===== src/rtl/interrupt_controller_vectored_pkg.sv =====
// Shared CPU-level interrupt definitions: controller state encoding and
// default vector/return-register placement.
package interrupt_controller_vectored_pkg;

    // Controller states. 2'b11 is unused and recovers to ST_IDLE.
    typedef enum logic [1:0] {
        ST_IDLE     = 2'b00,
        ST_DISPATCH = 2'b01,
        ST_ISR      = 2'b10
    } irq_state_t;

    localparam int DEF_VECTOR_BASE   = 500;
    localparam int DEF_VECTOR_STRIDE = 16;
    localparam int DEF_RET_REG       = 30;

    // Width of a source index; a single source still needs one bit.
    function automatic int irq_id_width(input int num_irq);
        return (num_irq > 1) ? $clog2(num_irq) : 1;
    endfunction

endpackage


===== src/rtl/interrupt_controller_vectored_irq_priority_encoder.sv =====
// Fixed-priority encoder: lowest set index of the eligible vector wins.
module interrupt_controller_vectored_irq_priority_encoder
    import interrupt_controller_vectored_pkg::*;
#(
    parameter int NUM_IRQ = 4,
    parameter int ID_W    = irq_id_width(NUM_IRQ)
) (
    input  logic [NUM_IRQ-1:0] i_eligible,
    output logic               o_valid,
    output logic [ID_W-1:0]    o_index
);

    // Scan from the highest index down so the lowest set bit is written last.
    always_comb begin
        o_valid = 1'b0;
        o_index = '0;
        for (int i = NUM_IRQ - 1; i >= 0; i--) begin
            if (i_eligible[i]) begin
                o_valid = 1'b1;
                o_index = ID_W'(i);
            end
        end
    end

endmodule


===== src/rtl/interrupt_controller_vectored.sv =====
// Vectored interrupt controller: latches rising-edge requests, picks the
// highest-priority enabled source, redirects the PC to its vector for one
// cycle while saving the return PC into RET_REG, and waits in the ISR until
// a jalr through RET_REG. All state updates on the falling clock edge.
module interrupt_controller_vectored
    import interrupt_controller_vectored_pkg::*;
#(
    parameter int NUM_IRQ        = 4,
    parameter int PC_WIDTH       = 32,
    parameter int VECTOR_BASE    = DEF_VECTOR_BASE,
    parameter int VECTOR_STRIDE  = DEF_VECTOR_STRIDE,
    parameter int RET_REG        = DEF_RET_REG,
    parameter int REG_ADDR_WIDTH = 5,
    parameter int ID_W           = irq_id_width(NUM_IRQ)
) (
    input  logic                      i_clk,
    input  logic                      i_reset,
    input  logic [NUM_IRQ-1:0]        i_irq_in,
    input  logic [NUM_IRQ-1:0]        i_irq_enable,
    input  logic [PC_WIDTH-1:0]       i_pc_next,
    input  logic                      i_jalr_select,
    input  logic [REG_ADDR_WIDTH-1:0] i_rs1_addr,
    output logic [PC_WIDTH-1:0]       o_pc_next_final,
    output logic [PC_WIDTH-1:0]       o_pc_save,
    output logic                      o_save_en,
    output logic [NUM_IRQ-1:0]        o_irq_ack,
    output logic                      o_in_isr,
    output logic [ID_W-1:0]           o_active_id
);

    localparam logic [PC_WIDTH-1:0]       LP_BASE   = PC_WIDTH'(VECTOR_BASE);
    localparam logic [PC_WIDTH-1:0]       LP_STRIDE = PC_WIDTH'(VECTOR_STRIDE);
    localparam logic [REG_ADDR_WIDTH-1:0] LP_RET    = REG_ADDR_WIDTH'(RET_REG);

    irq_state_t          r_state;
    irq_state_t          w_next_state;
    logic [NUM_IRQ-1:0]  r_irq_prev;
    logic [NUM_IRQ-1:0]  r_pending;
    logic [ID_W-1:0]     r_active_id;

    logic [NUM_IRQ-1:0]  w_rise;
    logic [NUM_IRQ-1:0]  w_eligible;
    logic [NUM_IRQ-1:0]  w_active_onehot;
    logic [NUM_IRQ-1:0]  w_clear;
    logic                w_win_valid;
    logic [ID_W-1:0]     w_win_index;
    logic [PC_WIDTH-1:0] w_vector;
    logic                w_return;

    // irq_prev resets to 0, so a line held high through reset is seen as a rise.
    assign w_rise          = i_irq_in & ~r_irq_prev;
    assign w_eligible      = r_pending & i_irq_enable;
    assign w_active_onehot = NUM_IRQ'(1) << r_active_id;
    // Vector address wraps modulo 2^PC_WIDTH.
    assign w_vector        = LP_BASE + PC_WIDTH'(r_active_id) * LP_STRIDE;
    assign w_return        = i_jalr_select && (i_rs1_addr == LP_RET);
    assign o_pc_save       = i_pc_next;
    assign o_active_id     = r_active_id;

    interrupt_controller_vectored_irq_priority_encoder #(
        .NUM_IRQ (NUM_IRQ),
        .ID_W    (ID_W)
    ) u_prio (
        .i_eligible (w_eligible),
        .o_valid    (w_win_valid),
        .o_index    (w_win_index)
    );

    // State, edge history, pending latch and active source; new rises beat the dispatch clear.
    always_ff @(negedge i_clk) begin
        if (i_reset) begin
            r_state     <= ST_IDLE;
            r_irq_prev  <= '0;
            r_pending   <= '0;
            r_active_id <= '0;
        end else begin
            r_state    <= w_next_state;
            r_irq_prev <= i_irq_in;
            r_pending  <= (r_pending & ~w_clear) | w_rise;
            if (r_state == ST_IDLE && w_win_valid) begin
                r_active_id <= w_win_index;
            end
        end
    end

    // Next-state and output decode; outputs depend only on state (plus pass-through PC).
    always_comb begin
        w_next_state    = r_state;
        o_pc_next_final = i_pc_next;
        o_save_en       = 1'b0;
        o_irq_ack       = '0;
        o_in_isr        = 1'b0;
        w_clear         = '0;
        case (r_state)
            ST_IDLE: begin
                if (w_win_valid) begin
                    w_next_state = ST_DISPATCH;
                end
            end
            ST_DISPATCH: begin
                o_pc_next_final = w_vector;
                o_save_en       = 1'b1;
                o_irq_ack       = w_active_onehot;
                o_in_isr        = 1'b1;
                w_clear         = w_active_onehot;
                w_next_state    = ST_ISR;
            end
            ST_ISR: begin
                o_in_isr = 1'b1;
                if (w_return) begin
                    w_next_state = ST_IDLE;
                end
            end
            default: begin
                w_next_state = ST_IDLE;
            end
        endcase
    end

endmodule

===== config.mk =====
export PLATFORM = sky130hd
export DESIGN_NAME = interrupt_controller_vectored
export DESIGN_NICKNAME = d
export VERILOG_FILES = /design/src/rtl/interrupt_controller_vectored_pkg.sv /design/src/rtl/interrupt_controller_vectored_irq_priority_encoder.sv /design/src/rtl/interrupt_controller_vectored.sv
export SDC_FILE = /design/constraint.sdc
export NUM_CORES = 1
export LEC_CHECK = 0
export BUFFER_PORTS_ARGS = -buffer_cell sky130_fd_sc_hd__buf_2
export CAP_MARGIN = 20
export CORE_MARGIN = 8
export CORE_UTILIZATION = 38
export DETAILED_ROUTE_END_ITERATION = 16
export PLACE_DENSITY = 0.87
export SYNTH_ARGS = -nofsm -noshare
export SYNTH_HDL_FRONTEND = slang
export SYNTH_SLANG_ARGS = --single-unit

===== constraint.sdc =====
create_clock -name i_clk -period 2.8 [get_ports i_clk]
set_clock_uncertainty 0.2 [all_clocks]
set_input_delay 0.56 -clock i_clk [delete_from_list [all_inputs] [get_ports i_clk]]
set_output_delay 0.56 -clock i_clk [all_outputs]
set_load 0.02 [all_outputs]

Yosys cells after proc, flatten, opt, wreduce, memory -nomap -nowiden
Index checks and enable logic that the tools add are counted.
{ "word_totals": {"input_bits": 48, "output_inout_bits": 72, "wordCells": 37, "ff_bits": 12} }
{ "classes": {"eq_ne": 5, "bitwise": 6, "shifts": 1, "muxes": 15, "n_reduce_logical": 5, "add_sub_neg": 1} }
{ "op_table": {"columns": ["cell", "n"], "rows": [
  ["32-bit 2-to-1 mux", 1],
  ["4-bit AND", 3],
  ["2-bit 2-to-1 mux", 6],
  ["9-bit by 6-bit adder with 10-bit output (first input constant)", 1],
  ["4-bit inverter", 2],
  ["1-bit 2-to-1 mux", 6],
  ["2-bit one-hot mux with 3 select lines", 1],
  ["5-bit equality test (second input constant)", 1],
  ["4-bit 2-to-1 mux", 1],
  ["2-bit inequality test (second input constant)", 2],
  ["4-bit OR", 1],
  ["1-bit by 2-bit << shifter with 4-bit output (first input constant)", 1],
  ["2-bit by 1-bit equality test with 1-bit output (second input constant)", 1],
  ["2-bit equality test (second input constant)", 1],
  ["1-bit logical AND", 2],
  ["2-bit zero test", 1],
  ["2-bit AND reduction", 1],
  ["2-bit OR reduction", 1]
]} }

Depth between registers and ports, before layout
Gate-level depths: netlist (run 1).
{ "depth": {"ltp_word": 7, "depth_mapped": 6, "ltp_nobuf": 5} }

By module
Synthesis (run 1) repeated with hierarchy kept, for this count alone.
{ "hier_totals": {"cells_unflattened": 153, "hier_area_um2": 1157.4} }
{ "by_module_without_submodules": {"columns": ["module", "seq_area_each_um2", "n_inst", "area_per_inst_um2", "cells_each"], "rows": [
  ["interrupt_controller_vectored", 240.2, 1, 1122.3, 146],
  ["interrupt_controller_vectored_irq_priority_encoder", 0.0, 1, 35.0, 7]
]} }

==> results.py, run 1 <==
metrics = {
    "die": {
        "num_io_pins": 120,
        "rows": 19,
        "initial_core_util_pct": 40.4,
        "die_x_um": 70.4,
        "core_mm2": 0.00278,
        "die_h_um": 70.4,
        "fp.dieArea_mm2": 0.00495,
    },
    "pwr": {
        "vdd_ir_drop_max_uv": 538,
        "p_int_uw": 669,
        "seq_power_share_pct": 17.0,
        "p_switching_uw": 524,
        "clock_power_share_pct": 14.9,
        "p_leak_nw": 1.26,
        "p_comb_share_pct": 68.1,
        "switching_share_pct": 43.9,
        "p_per_area_mw_per_mm2": 530,
    },
    "worst_setup_path": {
        "slowest_stage": "dfxtp_2",
        "critPathMaxFanout": 7,
        "setup.worst_path.start_class": "flip-flop",
        "timing.critical_path.arrival_ns": 2.84,
        "critPathKind": "reg -> out",
        "rr_worst_depth": 7,
        "r2r-end": "r_state[1]",
        "rr_startpoint": "r_state[0]",
        "path_buf_inv": 4,
        "critPathMaxStageDelay_ns": 0.32,
        "r2r_slack_ns": 1.29,
        "critPathTopFamily": "buffers and inverters",
        "worst_ep_required_time_ns": 2.04,
        "crit_chain": "inv_2 -> ha_4 -> buf_8 -> buf_6 -> nor2b_1 -> buf_4",
        "cp-end-kind": "output pin",
    },
    "global_route": {
        "grt_overflow_total": 0,
        "grt_util_all_layers_pct": 16.1,
        "antenna_found_initial": 0,
        "grt_max_degree": 11,
        "grt_pass1_vias": 1499,
        "grt_pass1_wl_um": 6780,
    },
    "placed_design": {
        "gp_congestion": 0.743,
        "postPlaceCellArea_mm2": 0.00180,
        "dp_hpwl_um": 3340,
        "io_buffers": 119,
        "dp_cells": 275,
    },
    "logic_synthesis": {
        "synth_area_mm2": 0.00112,
        "synth_cell_type_count": 27,
        "ys.warnings.count": 0,
        "syn_area_per_cell_um2": 7.75,
        "synth_seq_cells": 12,
        "synthesis.nets": 201,
        "yosysSeqAreaShare_pct": 21.4,
        "postSynthCellCount": 145,
    },
    "layout": {
        "fin_cells": 295,
        "area_growth_pct": 100,
        "drive_gt1_share_pct": 75.8,
        "fill_cells": 178,
        "final_area_mm2": 0.00225,
        "diodes": 0,
        "nets": 322,
    },
    "min_path": {
        "min_to": "r_pending[0]",
        "holdPathStages": 3,
        "min_path_type": "reg -> reg",
        "min-delay-start": "r_irq_prev[0]",
    },
    "flow_run": {
        "drv_cap": 0,
    },
    "status": {
        "violations": "setup timing",
        "status": "finished with violations",
    },
    "sta": {
        "slew-limit-headroom_pct": 88.7,
        "setup_violations": 40,
        "rsz0062_at_grt": "yes",
        "worst_slack_ns": -0.799,
        "worstMarginPinSlew_ns": 0.168,
        "finalHoldViolations": 0,
        "drv_slew": 0,
    },
    "cts": {
        "htree_levels": 1,
        "cts_made_buffers": 3,
        "clockBufferDepth": 2,
        "clkLatencyLatePin_ns": 0.35,
        "cts_tree": "built",
        "cts.sinks": 12,
        "clkTransAtPathRegs_ns": 0.05,
        "hold_buffers": 0,
        "root_buffer": "clkbuf_4",
    },
    "drt": {
        "drc": 0,
        "drt-pass1-iter-count": 4,
        "routed_wl_um": 4610,
        "dr_total_vias": 1346,
        "ant_nets": 0,
        "post_drt_wl_per_cell_um": 15.6,
        "drt_iter0_drc": 13,
        "avgViaCountPerCell": 4.56,
    },
}
[cells in the mapped netlist (all sizes together)]
cell / count / area, um^2
clkbuf: 3 / 11.3
a22o: 2 / 27.5
nor2: 6 / 25.0
a211oi: 1 / 7.51
o31a: 1 / 8.76
nand2b: 2 / 12.5
nand2: 7 / 26.3
o21ai: 5 / 28.8
a21oi: 7 / 38.8
ha: 8 / 100
a32oi: 1 / 8.76
mux2i: 3 / 30.0
dfxtp: 12 / 240
nor2b: 33 / 206
nor3b: 1 / 12.5
mux2: 1 / 11.3
inv: 15 / 56.3
nand4: 1 / 6.26
a211o: 1 / 8.76
buf: 34 / 250
or2: 1 / 6.26
[power groups by stage]
stage	combinational (mW)	clock (mW)	sequential (mW)
2_1_floorplan	0.433	0.0285	0.207
3_3_place_gp	0.594	0.0285	0.202
3_5_place_dp	0.603	0.0285	0.204
4_1_cts	0.727	0.183	0.202
5_1_grt	0.859	0.204	0.204
6_report	0.813	0.177	0.203
[placed cells by master, fill, tap and decap left out, drive strengths merged]
cell    count
dfxtp      12
a32oi       1
a211oi      1
ha          8
or2         1
nand2b      2
nor3b       1
a22o        2
clkbuf      3
nand2       7
nor2b      33
nor2        6
a211o       1
buf       142
nand4       1
a21oi       7
mux2        1
mux2i       3
inv        26
o21ai       5
o31a        1
[kinds of logic (layout without fill, tap and decap cells)]
logic type | count (synthesis) | after routing | synth area share [%]
fa+ha+maj | 8 | 8 | 8.91
flops | 12 | 12 | 21.4
simple gates | 51 | 51 | 26.3
mux | 4 | 4 | 3.67
compound gates | 18 | 18 | 11.5
buf+inv | 52 | 171 | 28.3
[repair_timing]
| action | CTS | global route |
|---|---|---|
| gates resized for setup | 66 | 37 |
| setup buffers | 4 | 3 |
| pin swaps | 4 | 2 |
| setup endpoints to repair | 40 | 40 |
[layer usage]
metal	global-route usage [%]	up-vias	part of all wire [%]
met5	0	-	0
met4	6.25	0	1.6
met3	6.78	8	8.0
met2	32.2	67	56
met1	13.3	612	35
li1	-	659	-
[flip-flops by register name, indices dropped and copies added (netlist names)]
name	cells
r_state	2
r_irq_prev	4
r_pending	4
o_active_id	2
[area by class of cell]
| class | instances | area (um^2) | area share [%] |
|---|---|---|---|
| sequential | 12 | 245 | 10.9 |
| clock inverter | 12 | 45.0 | 2.00 |
| clock buffer | 3 | 22.5 | 1.00 |
| multi-input combinational | 81 | 823 | 36.6 |
| timing repair buffer | 142 | 1020 | 45.3 |
| tap | 31 | 38.8 | 1.72 |
| inverter | 14 | 57.6 | 2.56 |
[how the worst max path moves through the flow]
stage	cells past startpoint	endpoint	slack, ns	startpoint
after floorplan	5	o_pc_next_final[5]	-0.47	r_state[1]
after global placement	5	o_pc_next_final[24]	-0.48	r_state[1]
after detailed placement	5	o_pc_next_final[24]	-0.51	r_state[1]
after CTS	6	o_pc_next_final[25]	-0.80	r_state[1]
after global routing	6	o_pc_next_final[19]	-0.84	r_state[1]
final	6	o_pc_next_final[19]	-0.80	r_state[1]
[metrics by stage]
step	power [mW]	setup WS (ns)	TNS, ns	utilization [%]	hold WS [ns]
global route	1.27	-0.842	-29.53	81.0	0.333
detailed placement	0.836	-0.510	-16.82	64.6	0.332
floorplan	0.669	-0.470	-14.82	-	0.264
finish	1.19	-0.799	-27.77	81.0	0.321
global placement	0.825	-0.480	-15.76	64.6	0.313
CTS	1.11	-0.803	-27.97	74.9	0.327
[tightest hold or removal path: stages (launching register included)]
cell     delay, ns
dfxtp_1       0.30
nor2b_1       0.04
a21oi_1       0.10
nor2_1        0.05
No activity file was read; power rests on OpenSTA's default activity.
==> run 2: changes to the inputs <==
--- a/config.mk
+++ b/config.mk
@@ -10,7 +10,9 @@
 export CORE_MARGIN = 8
 export CORE_UTILIZATION = 38
 export DETAILED_ROUTE_END_ITERATION = 16
+export GPL_ROUTABILITY_DRIVEN = 0
 export PLACE_DENSITY = 0.87
+export SETUP_SLACK_MARGIN = 0.05
 export SYNTH_ARGS = -nofsm -noshare
 export SYNTH_HDL_FRONTEND = slang
 export SYNTH_SLANG_ARGS = --single-unit
==> run 2 against run 1 <==
  * The flow still finishes with violations (setup timing)
  * Die area is the same
  * Power grew 0.61%
  * Worst setup slack lost 0.023 ns
  * Register-to-register slack lost 0.05 ns
  * Routed wire length grew 3.5%
  * Clock power is essentially flat
  * First-iteration DRC count shrank 23%
  * Clock-buffer cell count is the same
  * Critical path type unchanged
  * Critical endpoint unchanged
  * Largest cell class unchanged
  * Highest routed layer unchanged
==> results.py, run 2 (synthesis results as in run 1) <==
metrics = {
    "status": {
        "status": "finished with violations",
        "violations": "setup timing",
    },
    "worst_setup_path": {
        "critPathMaxFanout": 7,
        "setup.worst_path.start_class": "flip-flop",
        "cp-end-kind": "output pin",
        "timing.critical_path.arrival_ns": 2.86,
        "cp-endpoint": "o_pc_next_final[19]",
        "worst_ep_required_time_ns": 2.04,
        "rr_worst_depth": 7,
        "rr_startpoint": "r_state[0]",
        "r2r-end": "r_state[0]",
        "r2r_slack_ns": 1.24,
        "crit_path_start": "r_state[1]",
        "critPathKind": "reg -> out",
    },
    "drt": {
        "drt-pass1-iter-count": 4,
        "post_drt_wl_per_cell_um": 16.2,
        "drt_iter0_drc": 10,
        "routed_wl_um": 4770,
        "dr_total_vias": 1375,
        "drc": 0,
        "avgViaCountPerCell": 4.66,
        "ant_nets": 0,
    },
    "die": {
        "rows": 19,
        "die_h_um": 70.4,
        "core_mm2": 0.00278,
        "initial_core_util_pct": 40.4,
        "die_x_um": 70.4,
        "num_io_pins": 120,
        "fp.dieArea_mm2": 0.00495,
    },
    "global_route": {
        "grt_pass1_wl_um": 6780,
        "grt_overflow_total": 0,
        "grt_util_all_layers_pct": 16.1,
        "grt_pass1_vias": 1499,
        "grt_max_degree": 11,
        "antenna_found_initial": 0,
    },
    "cts": {
        "htree_levels": 1,
        "cts.sinks": 12,
        "clkLatencyLatePin_ns": 0.35,
        "hold_buffers": 0,
        "cts_tree": "built",
        "root_buffer": "clkbuf_4",
        "cts_made_buffers": 3,
        "clockBufferDepth": 2,
        "clkTransAtPathRegs_ns": 0.05,
    },
    "min_path": {
        "min_path_type": "reg -> reg",
    },
    "sta": {
        "finalHoldViolations": 0,
        "setup_violations": 40,
        "slew-limit-headroom_pct": 89.1,
        "worstMarginPinSlew_ns": 0.163,
        "rsz0062_at_grt": "yes",
        "worst_slack_ns": -0.822,
        "drv_slew": 0,
    },
    "placed_design": {
        "dp_hpwl_um": 3340,
        "dp_cells": 275,
        "postPlaceCellArea_mm2": 0.00180,
        "io_buffers": 119,
    },
    "layout": {
        "final_area_mm2": 0.00226,
        "nets": 322,
        "area_growth_pct": 101,
        "drive_gt1_share_pct": 75.8,
        "fin_cells": 295,
        "diodes": 0,
        "layout_common_cells": "79 x buf_2, 30 x buf_6, 29 x buf_4, 18 x inv_1, 16 x nor2b_4",
        "final_common_cell": "buf_2",
        "reg_top3": "r_irq_prev x4, r_pending x4",
    },
    "pwr": {
        "vdd_ir_drop_max_uv": 537,
        "p_per_area_mw_per_mm2": 531,
        "p_leak_nw": 1.27,
    },
    "flow_run": {
        "drv_cap": 0,
    },
}
-- run 2: cell counts in the layout (fill, tap and decap cells not counted) --
Identical to the previous run, type by type.
-- run 2: layer usage --
metal	global-route usage, %	vias to the layer above	wire length, um
met3	6.78	8	387
li1	-	661	-
met1	13.3	635	1610
met5	0	-	0
met2	32.2	71	2700
met4	6.25	0	69
-- run 2: repair_timing --
action                     CTS  global route
gates resized for setup     66            38
setup endpoints to repair   40            41
pin swaps                    4             2
hold endpoints to repair     0             0
buffers inserted             4             3
-- run 2: worst min path at each step --
stage / from / end / depth (start not counted)
4_1_cts: r_irq_prev[0] / r_pending[0] / 3
5_1_grt: r_irq_prev[0] / r_pending[0] / 3
2_1_floorplan: r_state[1] / r_state[1] / 2
3_3_place_gp: r_irq_prev[0] / r_pending[0] / 3
3_5_place_dp: r_pending[1] / r_pending[1] / 2
6_report: r_irq_prev[0] / r_pending[0] / 3
-- run 2: stage by stage --
stage | setup WS [ns] | hold slack, ns | TNS (ns) | total power, mW | utilization [%]
2_1_floorplan | -0.470 | 0.264 | -14.82 | 0.669 | -
3_3_place_gp | -0.480 | 0.313 | -15.76 | 0.825 | 64.6
3_5_place_dp | -0.510 | 0.332 | -16.82 | 0.836 | 64.6
4_1_cts | -0.803 | 0.327 | -27.97 | 1.11 | 74.9
5_1_grt | -0.857 | 0.333 | -29.87 | 1.27 | 81.2
6_report | -0.822 | 0.322 | -28.61 | 1.20 | 81.2
-- run 2: area by class of cell --
class / count / area [um^2]
inverters: 14 / 57.6
repair buffers: 142 / 1030
clock inverters: 12 / 45.0
multi-input cells: 81 / 823
fillers: 182 / 523
well taps: 31 / 38.8
clock buffers: 3 / 22.5
flip-flops and latches: 12 / 245
-- run 2: report_power, final --
group          internal (mW)  switching, mW  total [mW]
clock                 0.0724          0.106       0.178
sequential             0.190         0.0141       0.204
combinational          0.408          0.410       0.818
total                  0.670          0.530        1.20
-- run 2: worst max-delay path, cell delays in order, from the launching register on --
cell and delay (ns):
dfxtp_2 0.33, inv_2 0.05, ha_4 0.19, buf_8 0.15
buf_6 0.12, nor2b_1 0.12, buf_4 0.16
==> run 3: changes to the inputs <==
--- a/config.mk
+++ b/config.mk
@@ -12,6 +12,7 @@
 export DETAILED_ROUTE_END_ITERATION = 16
 export GPL_ROUTABILITY_DRIVEN = 0
 export PLACE_DENSITY = 0.87
+export RECOVER_POWER = 100
 export SETUP_SLACK_MARGIN = 0.05
 export SYNTH_ARGS = -nofsm -noshare
 export SYNTH_HDL_FRONTEND = slang
==> run 3 against run 2 <==
  * Final area decreased by 3.2%
  * Utilization is 2.6 points lower
  * Largest power group unchanged
  * Sequential cell count stayed put
  * Sequential power is essentially flat
  * The flow still finishes with violations (setup timing)
==> results.py, run 3 (synthesis results as in run 1) <==
metrics = {
    "sta": {
        "rsz0062_at_grt": "yes",
        "slew-limit-headroom_pct": 73.6,
        "drv_slew": 0,
        "worstMarginPinSlew_ns": 0.397,
        "setup_violations": 40,
        "finalHoldViolations": 0,
        "worst_slack_ns": -0.822,
    },
    "drt": {
        "drt-pass1-iter-count": 4,
        "ant_nets": 0,
        "routed_wl_um": 4820,
        "drt_iter0_drc": 26,
        "avgViaCountPerCell": 4.63,
        "post_drt_wl_per_cell_um": 16.3,
        "dr_total_vias": 1367,
        "drc": 0,
    },
    "cts": {
        "clkLatencyLatePin_ns": 0.34,
        "clkTransAtPathRegs_ns": 0.05,
        "hold_buffers": 0,
        "htree_levels": 1,
        "root_buffer": "clkbuf_4",
        "cts_made_buffers": 3,
        "cts_tree": "built",
        "cts.sinks": 12,
        "clockBufferDepth": 2,
    },
    "layout": {
        "fin_cells": 295,
        "reg_top3": "r_irq_prev x4, r_pending x4",
        "area_growth_pct": 94.5,
        "final_common_cell": "buf_2",
        "diodes": 0,
        "layout_common_cells": "47 x buf_2, 33 x clkbuf_1, 30 x buf_6, 29 x buf_4, 18 x inv_1",
        "nets": 322,
        "drive_gt1_share_pct": 62.1,
    },
    "global_route": {
        "grt_max_degree": 11,
        "use_met3_pct": 6.78,
        "grt_util_all_layers_pct": 16.1,
        "grt_overflow_total": 0,
        "busiest_layer": "met2",
        "grtUsageMet2_pct": 32.2,
        "met1_usage_pct": 13.3,
        "grt_pass1_wl_um": 6780,
        "antenna_found_initial": 0,
        "grt_pass1_vias": 1499,
    },
    "placed_design": {
        "io_buffers": 119,
        "dp_hpwl_um": 3340,
        "dp_cells": 275,
        "dp_slack_ns": -0.510,
    },
    "worst_setup_path": {
        "timing.critical_path.arrival_ns": 2.86,
        "setup.worst_path.start_class": "flip-flop",
        "cp-end-kind": "output pin",
        "worst_ep_required_time_ns": 2.04,
        "critPathKind": "reg -> out",
        "critPathMaxFanout": 7,
    },
    "pwr": {
        "clock_power_share_pct": 14.7,
        "p_leak_nw": 1.16,
        "switching_share_pct": 44.3,
        "seq_power_share_pct": 17.2,
        "p_switching_uw": 524,
        "vdd_ir_drop_max_uv": 535,
        "p_per_area_mw_per_mm2": 541,
        "p_comb_share_pct": 68.1,
        "p_int_uw": 658,
        "p_total_mw": 1.18,
    },
    "die": {
        "initial_core_util_pct": 40.4,
        "num_io_pins": 120,
        "core_mm2": 0.00278,
        "fp.dieArea_mm2": 0.00495,
        "die_h_um": 70.4,
        "rows": 19,
        "die_x_um": 70.4,
    },
    "status": {
        "status": "finished with violations",
        "violations": "setup timing",
    },
    "flow_run": {
        "drv_cap": 0,
    },
    "min_path": {
        "min_path_type": "reg -> reg",
    },
}
[run 3: cell count changes in the layout (fill, tap and decap cells not counted)]
cell	previous run	this run
buf_2	79	47
a21oi_1	5	7
a21oi_2	2	0
buf_12	3	2
o21ai_0	0	1
a22o_1	0	1
a22o_4	2	1
o21ai_1	1	0
clkbuf_1	0	33
[run 3: final cells by class]
type / count / area [um^2]
multi-input cells: 81 / 807
clock buffers: 3 / 22.5
repair buffers: 142 / 970
inverters: 14 / 57.6
flip-flops and latches: 12 / 245
fillers: 211 / 596
clock inverters: 12 / 45.0
well taps: 31 / 38.8
[run 3: worst max-delay path, cell delays in order, from the launching register on]
cell and delay, ns:
dfxtp_2 0.33, inv_2 0.05, ha_4 0.19, buf_8 0.15
buf_6 0.12, nor2b_1 0.12, buf_4 0.16
[run 3: power groups by stage]
stage | clock network (mW) | registers (mW) | logic (mW)
5_1_grt | 0.200 | 0.204 | 0.848
6_report | 0.173 | 0.204 | 0.804
3_5_place_dp | 0.0285 | 0.204 | 0.603
2_1_floorplan | 0.0285 | 0.207 | 0.433
4_1_cts | 0.183 | 0.202 | 0.727
3_3_place_gp | 0.0285 | 0.202 | 0.594
[run 3: timing repair]
item                                    CTS  global route
gates resized for setup                  66            38
cloned                                    0             0
endpoints found under the setup margin   40            41
hold endpoints to repair                  0             0
setup buffers                             4             3
pin swaps                                 4             2
[run 3: final timing paths]
| path | from | slack (ns) | cells past startpoint | to |
|---|---|---|---|---|
| setup reg to reg | r_state[0] | 1.19 | 7 | r_state[0] |
| hold / removal | r_irq_prev[0] | 0.33 | 3 | r_pending[0] |
| setup / recovery | r_state[1] | -0.82 | 6 | o_pc_next_final[19] |
| hold reg to reg | r_irq_prev[0] | 0.33 | 3 | r_pending[0] |
[run 3: routing by layer]
layer  part of all wire (%)  up-vias
met4                    1.7        0
met2                     56       69
met3                    8.1       10
met1                     34      628
met5                      0        -
li1                       -      660
[run 3: through the flow]
step	utilization [%]	cell area, um^2	hold WS [ns]	setup TNS, ns
floorplan	-	1320	0.264	-14.82
global placement	64.6	1800	0.313	-15.76
detailed placement	64.6	1800	0.332	-16.82
CTS	74.9	2080	0.327	-27.97
global route	78.6	2190	0.335	-29.91
finish	78.6	2190	0.327	-28.63
